--- config.mk ---
export PLATFORM = sky130hd
export DESIGN_NAME = store_buffer
export DESIGN_NICKNAME = d
export VERILOG_FILES = /design/src/rtl/sb_pkg.sv /design/src/rtl/sb_fwd_match.sv /design/src/rtl/store_buffer.sv
export SDC_FILE = /design/constraint.sdc
export NUM_CORES = 1
export LEC_CHECK = 0
export ABC_CLOCK_PERIOD_IN_PS = 7300
export CORE_MARGIN = 2
export CORE_UTILIZATION = 30
export DETAILED_ROUTE_END_ITERATION = 10
export PLACE_DENSITY_LB_ADDON = 0.15
export SLEW_MARGIN = 0
export SYNTH_ARGS = -nofsm -noshare
export SYNTH_HDL_FRONTEND = slang
export SYNTH_SLANG_ARGS = --single-unit
--- constraint.sdc ---
create_clock -name clk -period 7.3 [get_ports clk]
set_clock_uncertainty 0.15 [all_clocks]
set_input_delay 1.46 -clock clk [delete_from_list [all_inputs] [get_ports clk]]
set_output_delay 1.46 -clock clk [all_outputs]
set_load 0.01 [all_outputs]
--- src/rtl/sb_pkg.sv ---
// ----------------------------------------------------------------------------
// sb_pkg
// Shared types and constants for the post-commit store buffer.
//   sb_entry_t : one buffered store {addr, data} at the default widths
//   SB_PTR_W   : pointer width (index bits + wrap bit) for the default depth
//   sb_state_e : drain FSM states
// ----------------------------------------------------------------------------
package sb_pkg;

    localparam int SB_DEPTH_DEF = 4;
    localparam int SB_ADDR_W    = 32;
    localparam int SB_DATA_W    = 32;
    localparam int SB_PTR_W     = $clog2(SB_DEPTH_DEF) + 1;

    typedef struct packed {
        logic [SB_ADDR_W-1:0] addr;
        logic [SB_DATA_W-1:0] data;
    } sb_entry_t;

    typedef enum logic [0:0] {
        SB_IDLE = 1'b0,
        SB_REQ  = 1'b1
    } sb_state_e;

endpackage

--- src/rtl/sb_fwd_match.sv ---
// ----------------------------------------------------------------------------
// sb_fwd_match
// Age-ordered store-to-load forwarding lookup. Scans the live entries oldest
// (rd_ptr) to youngest (wr_ptr-1); a later match overrides an earlier one, so
// the youngest matching store supplies the data.
// Ports:
//   ent_addr_i / ent_data_i : buffer contents
//   valid_i                 : per-entry valid
//   rd_ptr_i / wr_ptr_i     : FIFO pointers including wrap bit
//   ld_addr_i               : load word address
//   hit_o / data_o          : any match / youngest matching data
// ----------------------------------------------------------------------------
module sb_fwd_match #(
    parameter int SB_DEPTH = 4,
    parameter int ADDR_W   = 32,
    parameter int DATA_W   = 32
) (
    input  logic [ADDR_W-1:0]            ent_addr_i [SB_DEPTH],
    input  logic [DATA_W-1:0]            ent_data_i [SB_DEPTH],
    input  logic [SB_DEPTH-1:0]          valid_i,
    input  logic [$clog2(SB_DEPTH):0]    rd_ptr_i,
    input  logic [$clog2(SB_DEPTH):0]    wr_ptr_i,
    input  logic [ADDR_W-1:0]            ld_addr_i,
    output logic                         hit_o,
    output logic [DATA_W-1:0]            data_o
);

    localparam int IDX_W = $clog2(SB_DEPTH);
    localparam int PTR_W = IDX_W + 1;

    logic [PTR_W-1:0] cnt;
    logic [IDX_W-1:0] idx;

    always_comb begin
        hit_o  = 1'b0;
        data_o = '0;
        idx    = '0;
        cnt    = wr_ptr_i - rd_ptr_i;
        for (int k = 0; k < SB_DEPTH; k++) begin
            // Offset k from the head; index bits wrap naturally (power-of-2 depth).
            idx = rd_ptr_i[IDX_W-1:0] + IDX_W'(k);
            if ((PTR_W'(k) < cnt) && valid_i[idx] && (ent_addr_i[idx] == ld_addr_i)) begin
                hit_o  = 1'b1;
                data_o = ent_data_i[idx];
            end
        end
    end

endmodule

--- src/rtl/store_buffer.sv ---
// ----------------------------------------------------------------------------
// store_buffer
// Post-commit store buffer. Accepts one committed store per cycle from the
// ROB, holds it in a circular FIFO and drains oldest-first to the D-cache over
// a req/ack handshake. Only committed stores live here, so there is no flush.
// Ports:
//   rob_commitmemwrite/rob_swaddr/prf_sw_data : push side
//   sb_full / sb_empty                        : occupancy (from current pointers)
//   sb_dc_wr_req/sb_dc_addr/sb_dc_data        : head write request, stable until ack
//   dc_sb_wr_ack                              : D-cache accepts head
//   lsq_ld_addr / sb_ld_hit / sb_ld_data      : load forwarding lookup
// Build option: define SB_LD_FWD_EN to build the forwarding comparators;
// otherwise sb_ld_hit/sb_ld_data are tied to zero.
// ----------------------------------------------------------------------------
module store_buffer
    import sb_pkg::*;
#(
    parameter int SB_DEPTH = 4,
    parameter int ADDR_W   = 32,
    parameter int DATA_W   = 32
) (
    input  logic              clk,
    input  logic              rst_b,
    input  logic              rob_commitmemwrite,
    input  logic [ADDR_W-1:0] rob_swaddr,
    input  logic [DATA_W-1:0] prf_sw_data,
    output logic              sb_full,
    output logic              sb_empty,
    output logic              sb_dc_wr_req,
    output logic [ADDR_W-1:0] sb_dc_addr,
    output logic [DATA_W-1:0] sb_dc_data,
    input  logic              dc_sb_wr_ack,
    input  logic [ADDR_W-1:0] lsq_ld_addr,
    output logic              sb_ld_hit,
    output logic [DATA_W-1:0] sb_ld_data
);

    localparam int IDX_W = $clog2(SB_DEPTH);
    localparam int PTR_W = IDX_W + 1;

    logic [ADDR_W-1:0]   addr_q [SB_DEPTH];
    logic [DATA_W-1:0]   data_q [SB_DEPTH];
    logic [SB_DEPTH-1:0] valid_q, valid_d;
    logic [PTR_W-1:0]    wr_ptr_q, wr_ptr_d;
    logic [PTR_W-1:0]    rd_ptr_q, rd_ptr_d;
    sb_state_e           state_q, state_d;

    logic [IDX_W-1:0]    wr_idx, rd_idx;
    logic                push_ok, pop;

    assign wr_idx   = wr_ptr_q[IDX_W-1:0];
    assign rd_idx   = rd_ptr_q[IDX_W-1:0];

    // Wrap bits differ with equal index bits => every slot is occupied.
    assign sb_full  = (wr_ptr_q[PTR_W-1] != rd_ptr_q[PTR_W-1]) && (wr_idx == rd_idx);
    assign sb_empty = (wr_ptr_q == rd_ptr_q);

    // Full is judged before the pop, so a same-cycle ack never makes room.
    assign push_ok  = rob_commitmemwrite && !sb_full;
    assign pop      = dc_sb_wr_ack && (state_q == SB_REQ);

    always_comb begin
        wr_ptr_d = wr_ptr_q + PTR_W'(push_ok);
        rd_ptr_d = rd_ptr_q + PTR_W'(pop);
        valid_d  = valid_q;
        if (pop)     valid_d[rd_idx] = 1'b0;
        if (push_ok) valid_d[wr_idx] = 1'b1;

        state_d = state_q;
        case (state_q)
            // IDLE only when empty, so a push is the only way to gain an entry.
            SB_IDLE: if (push_ok) state_d = SB_REQ;
            SB_REQ:  if (pop && (wr_ptr_d == rd_ptr_d)) state_d = SB_IDLE;
            default: state_d = SB_IDLE;
        endcase
    end

    always_ff @(posedge clk or negedge rst_b) begin
        if (!rst_b) begin
            wr_ptr_q <= '0;
            rd_ptr_q <= '0;
            valid_q  <= '0;
            state_q  <= SB_IDLE;
        end else begin
            wr_ptr_q <= wr_ptr_d;
            rd_ptr_q <= rd_ptr_d;
            valid_q  <= valid_d;
            state_q  <= state_d;
        end
    end

    // Payload storage is not reset; validity is tracked by the pointers/valid bits.
    always_ff @(posedge clk) begin
        if (push_ok) begin
            addr_q[wr_idx] <= rob_swaddr;
            data_q[wr_idx] <= prf_sw_data;
        end
    end

    assign sb_dc_wr_req = (state_q == SB_REQ);
    assign sb_dc_addr   = sb_dc_wr_req ? addr_q[rd_idx] : '0;
    assign sb_dc_data   = sb_dc_wr_req ? data_q[rd_idx] : '0;

`ifdef SB_LD_FWD_EN
    sb_fwd_match #(
        .SB_DEPTH (SB_DEPTH),
        .ADDR_W   (ADDR_W),
        .DATA_W   (DATA_W)
    ) u_fwd (
        .ent_addr_i (addr_q),
        .ent_data_i (data_q),
        .valid_i    (valid_q),
        .rd_ptr_i   (rd_ptr_q),
        .wr_ptr_i   (wr_ptr_q),
        .ld_addr_i  (lsq_ld_addr),
        .hit_o      (sb_ld_hit),
        .data_o     (sb_ld_data)
    );
`else
    logic unused_fwd;
    assign unused_fwd = ^{lsq_ld_addr, valid_q};
    assign sb_ld_hit  = 1'b0;
    assign sb_ld_data = '0;
`endif

    // The ROB must never commit a store into a full buffer; the push is dropped.
    push_while_full_a: assert property (@(posedge clk) disable iff (!rst_b)
        !(rob_commitmemwrite && sb_full))
        else $warning("store_buffer: push while full dropped");

endmodule
==> impl_metrics.toml <==
[drt]
drc = 0
finalWirelength_mm = 20.4
via_per_inst = 4.40
postRouteAntennaNets = 0
vias = 4791
first_pass_iters = 4
post_drt_wl_per_cell_um = 18.8
dr.first_iter.drc_count = 219

[timing]
timing.final.ws_setup_ps = 2240
hold_viol_final = 0
report.final.slew_viol_count = 0
slew_headroom_pct = 25.7
finalCritPeriodShare_pct = 69.3
worstMarginPinSlew_ps = 1110
tns_ps = 0
finalHoldWorstSlack_ps = 369
setup_violations = 0
rsz0062_at_grt = "false"
finalCriticalPeriod_ps = 5060
max_clock_freq_mhz = 198

[cells_and_area]
instances_no_fill = 1088
syn_to_final_growth_pct = 26.1
layout_common_cells = "256 x edfxtp_1, 134 x clkdlybuf4s50_1, 65 x and2_1"
layout_commonest_cell = "edfxtp_1"
n_antenna_cell = 0
fin_nets = 724
fin_area_mm2 = 0.0130
fill_cells = 3088
drive_above_1_share_pct = 18.4
utilization_pct = 38.6

[worst_setup_path]
crit_start = "rd_ptr_q[0]$_DFF_PN0_"
worstPathCellList = "buf_4 -> mux4_2 -> and2_1 -> clkdlybuf4s50_1"
r2r_start = "rd_ptr_q[1]$_DFF_PN0_"
cp.required_ps = 5690
critPathArrivalTime_ps = 3450
crit_fanout = 46
slowest_stage = "dfrtp_4"
slowest_delay_ps = 1100
endpoint_kind = "primary output"
worstSetupPathType = "reg2out"
start_kind = "flip-flop"

[floorplan]
dieArea_mm2 = 0.0358
rows = 67
initial_utilization_pct = 30.6
fp.dieH_um = 189
fp.coreArea_mm2 = 0.0336
io_pins = 200
die_w_um = 189

[min_path]
worstHoldStart = "rd_ptr_q[2]$_DFF_PN0_"
hold_path.class = "reg2reg"

[place]
dp_cells = 1037
dp_hpwl_mm = 11.2
dpl_cell_area_mm2 = 0.0120
portBuffers = 134
dp_slack_ps = 2610
globalplace.congestion = 0.650

[global_routing]
grt_overflow_total = 0
grt.total_usage_pct = 11.5
grt_pass1_wl_mm = 31.3
grt_antenna_before_repair = 2
grt_pass1_vias = 5260
grt_max_degree = 67

[clock_tree]
worstSkewPairLatency_ps = 540
root_buffer = "clkbuf_16"
numCtsBuffers = 29
ctsLongestPathBuffers = 3
ctsResizeCount = 0
h-tree-depth = 1
cts_tree = "built"
cts_sinks = 263
clk_pin_slew_ps = 60
post-cts-setup-buffer-count = 0
holdBufCountCts = 0

[synth]
syn-cell-area_mm2 = 0.0103
yosysWarnings = 0
ys_ff_latch = 263
synthCells = 470
yosysSeqAreaShare_pct = 76.4
synth.distinct_cells = 21
synth_area_per_cell_um2 = 21.9

[power]
ir_worst_vdd_mv = 0.231
power_mw = 5.53
power_density_mw_per_mm2 = 426
p_leak_nw = 4.21

[run]
cap_violations = 0

[outcome]
status = "finished, final reports clean"
==> logic make-up after synthesis <==
group           Yosys count  share of synthesized area (%)
flops                   263                           76.4
mux                      64                           14.0
compound gates            2                          0.207
xor+xnor                  8                          0.681
fa+ha+maj                 4                          0.486
simple gates             73                           4.43
other cells               1                         0.0364
buf+inv                  55                           3.75
==> Yosys cell counts <==
cell      instances  area share (%)
buf_2             8            0.39
buf_4            33             2.4
xor2_1            4            0.34
xnor2_1           4            0.34
inv_1             1           0.036
and3_1            2            0.12
conb_1            1           0.036
mux4_2           64              14
nor4_1            1           0.061
buf_6             6            0.66
ha_1              4            0.49
clkbuf_1          7            0.26
and3b_1           2            0.17
nor2_1            1           0.036
nand2_1           1           0.036
a31oi_2           1            0.12
dfrtp_1           7             1.7
edfxtp_1        256              75
o22a_1            1           0.085
and2_1           65             4.0
nand3_1           1           0.049
==> worst paths after layout <==
| check | depth (start not counted) | to | slack [ps] |
|---|---|---|---|
| max | 4 | sb_dc_data[0] | 2240 |
| max reg2reg | 4 | data_q[2][6]$_DFFE_PP_ | 3660 |
| min in group asynchronous | 1 | rd_ptr_q[1]$_DFF_PN0_ | 1030 |
| min | 1 | rd_ptr_q[2]$_DFF_PN0_ | 370 |
| min reg2reg | 1 | rd_ptr_q[2]$_DFF_PN0_ | 370 |
| max in group asynchronous | 1 | rd_ptr_q[0]$_DFF_PN0_ | 5690 |
==> worst max-delay path: cells and delay by family, from the launching register on <==
family | cells | cell delay (ps)
simple gates | 1 | 170
mux | 1 | 550
flops | 1 | 1100
buf+inv | 2 | 1060
==> power by group <==
part | leakage (nW) | switching [mW] | internal [mW]
Sequential | 2.42 | 0.254 | 2.04
Clock | 0.463 | 0.551 | 0.902
Combinational | 1.32 | 0.740 | 1.04
==> registers in the layout (all words and copies together), names as in the netlist <==
name	count
sb_dc_wr_req	1
addr_q	128
data_q	128
rd_ptr_q	3
wr_ptr_q	3
==> cell type report <==
| type | count | area (um2) | share of cell area, % |
|---|---|---|---|
| clock buffers | 36 | 752 | 5.79 |
| clock inverters | 15 | 208 | 1.60 |
| inverters | 1 | 3.75 | 0.0289 |
| multi-input cells | 184 | 2190 | 16.9 |
| flip-flops and latches | 263 | 7870 | 60.6 |
| well taps | 448 | 561 | 4.32 |
| repair buffers | 141 | 1390 | 10.7 |
==> routing by layer <==
metal	vias to the layer above	global-route usage, %	share of wire, %
met1	2471	14.6	42
met4	4	3.49	2.3
li1	2122	-	-
met3	39	2.95	7.0
met2	155	19.6	48
met5	-	0	0.13
No activity file was read; power rests on OpenSTA's default activity.
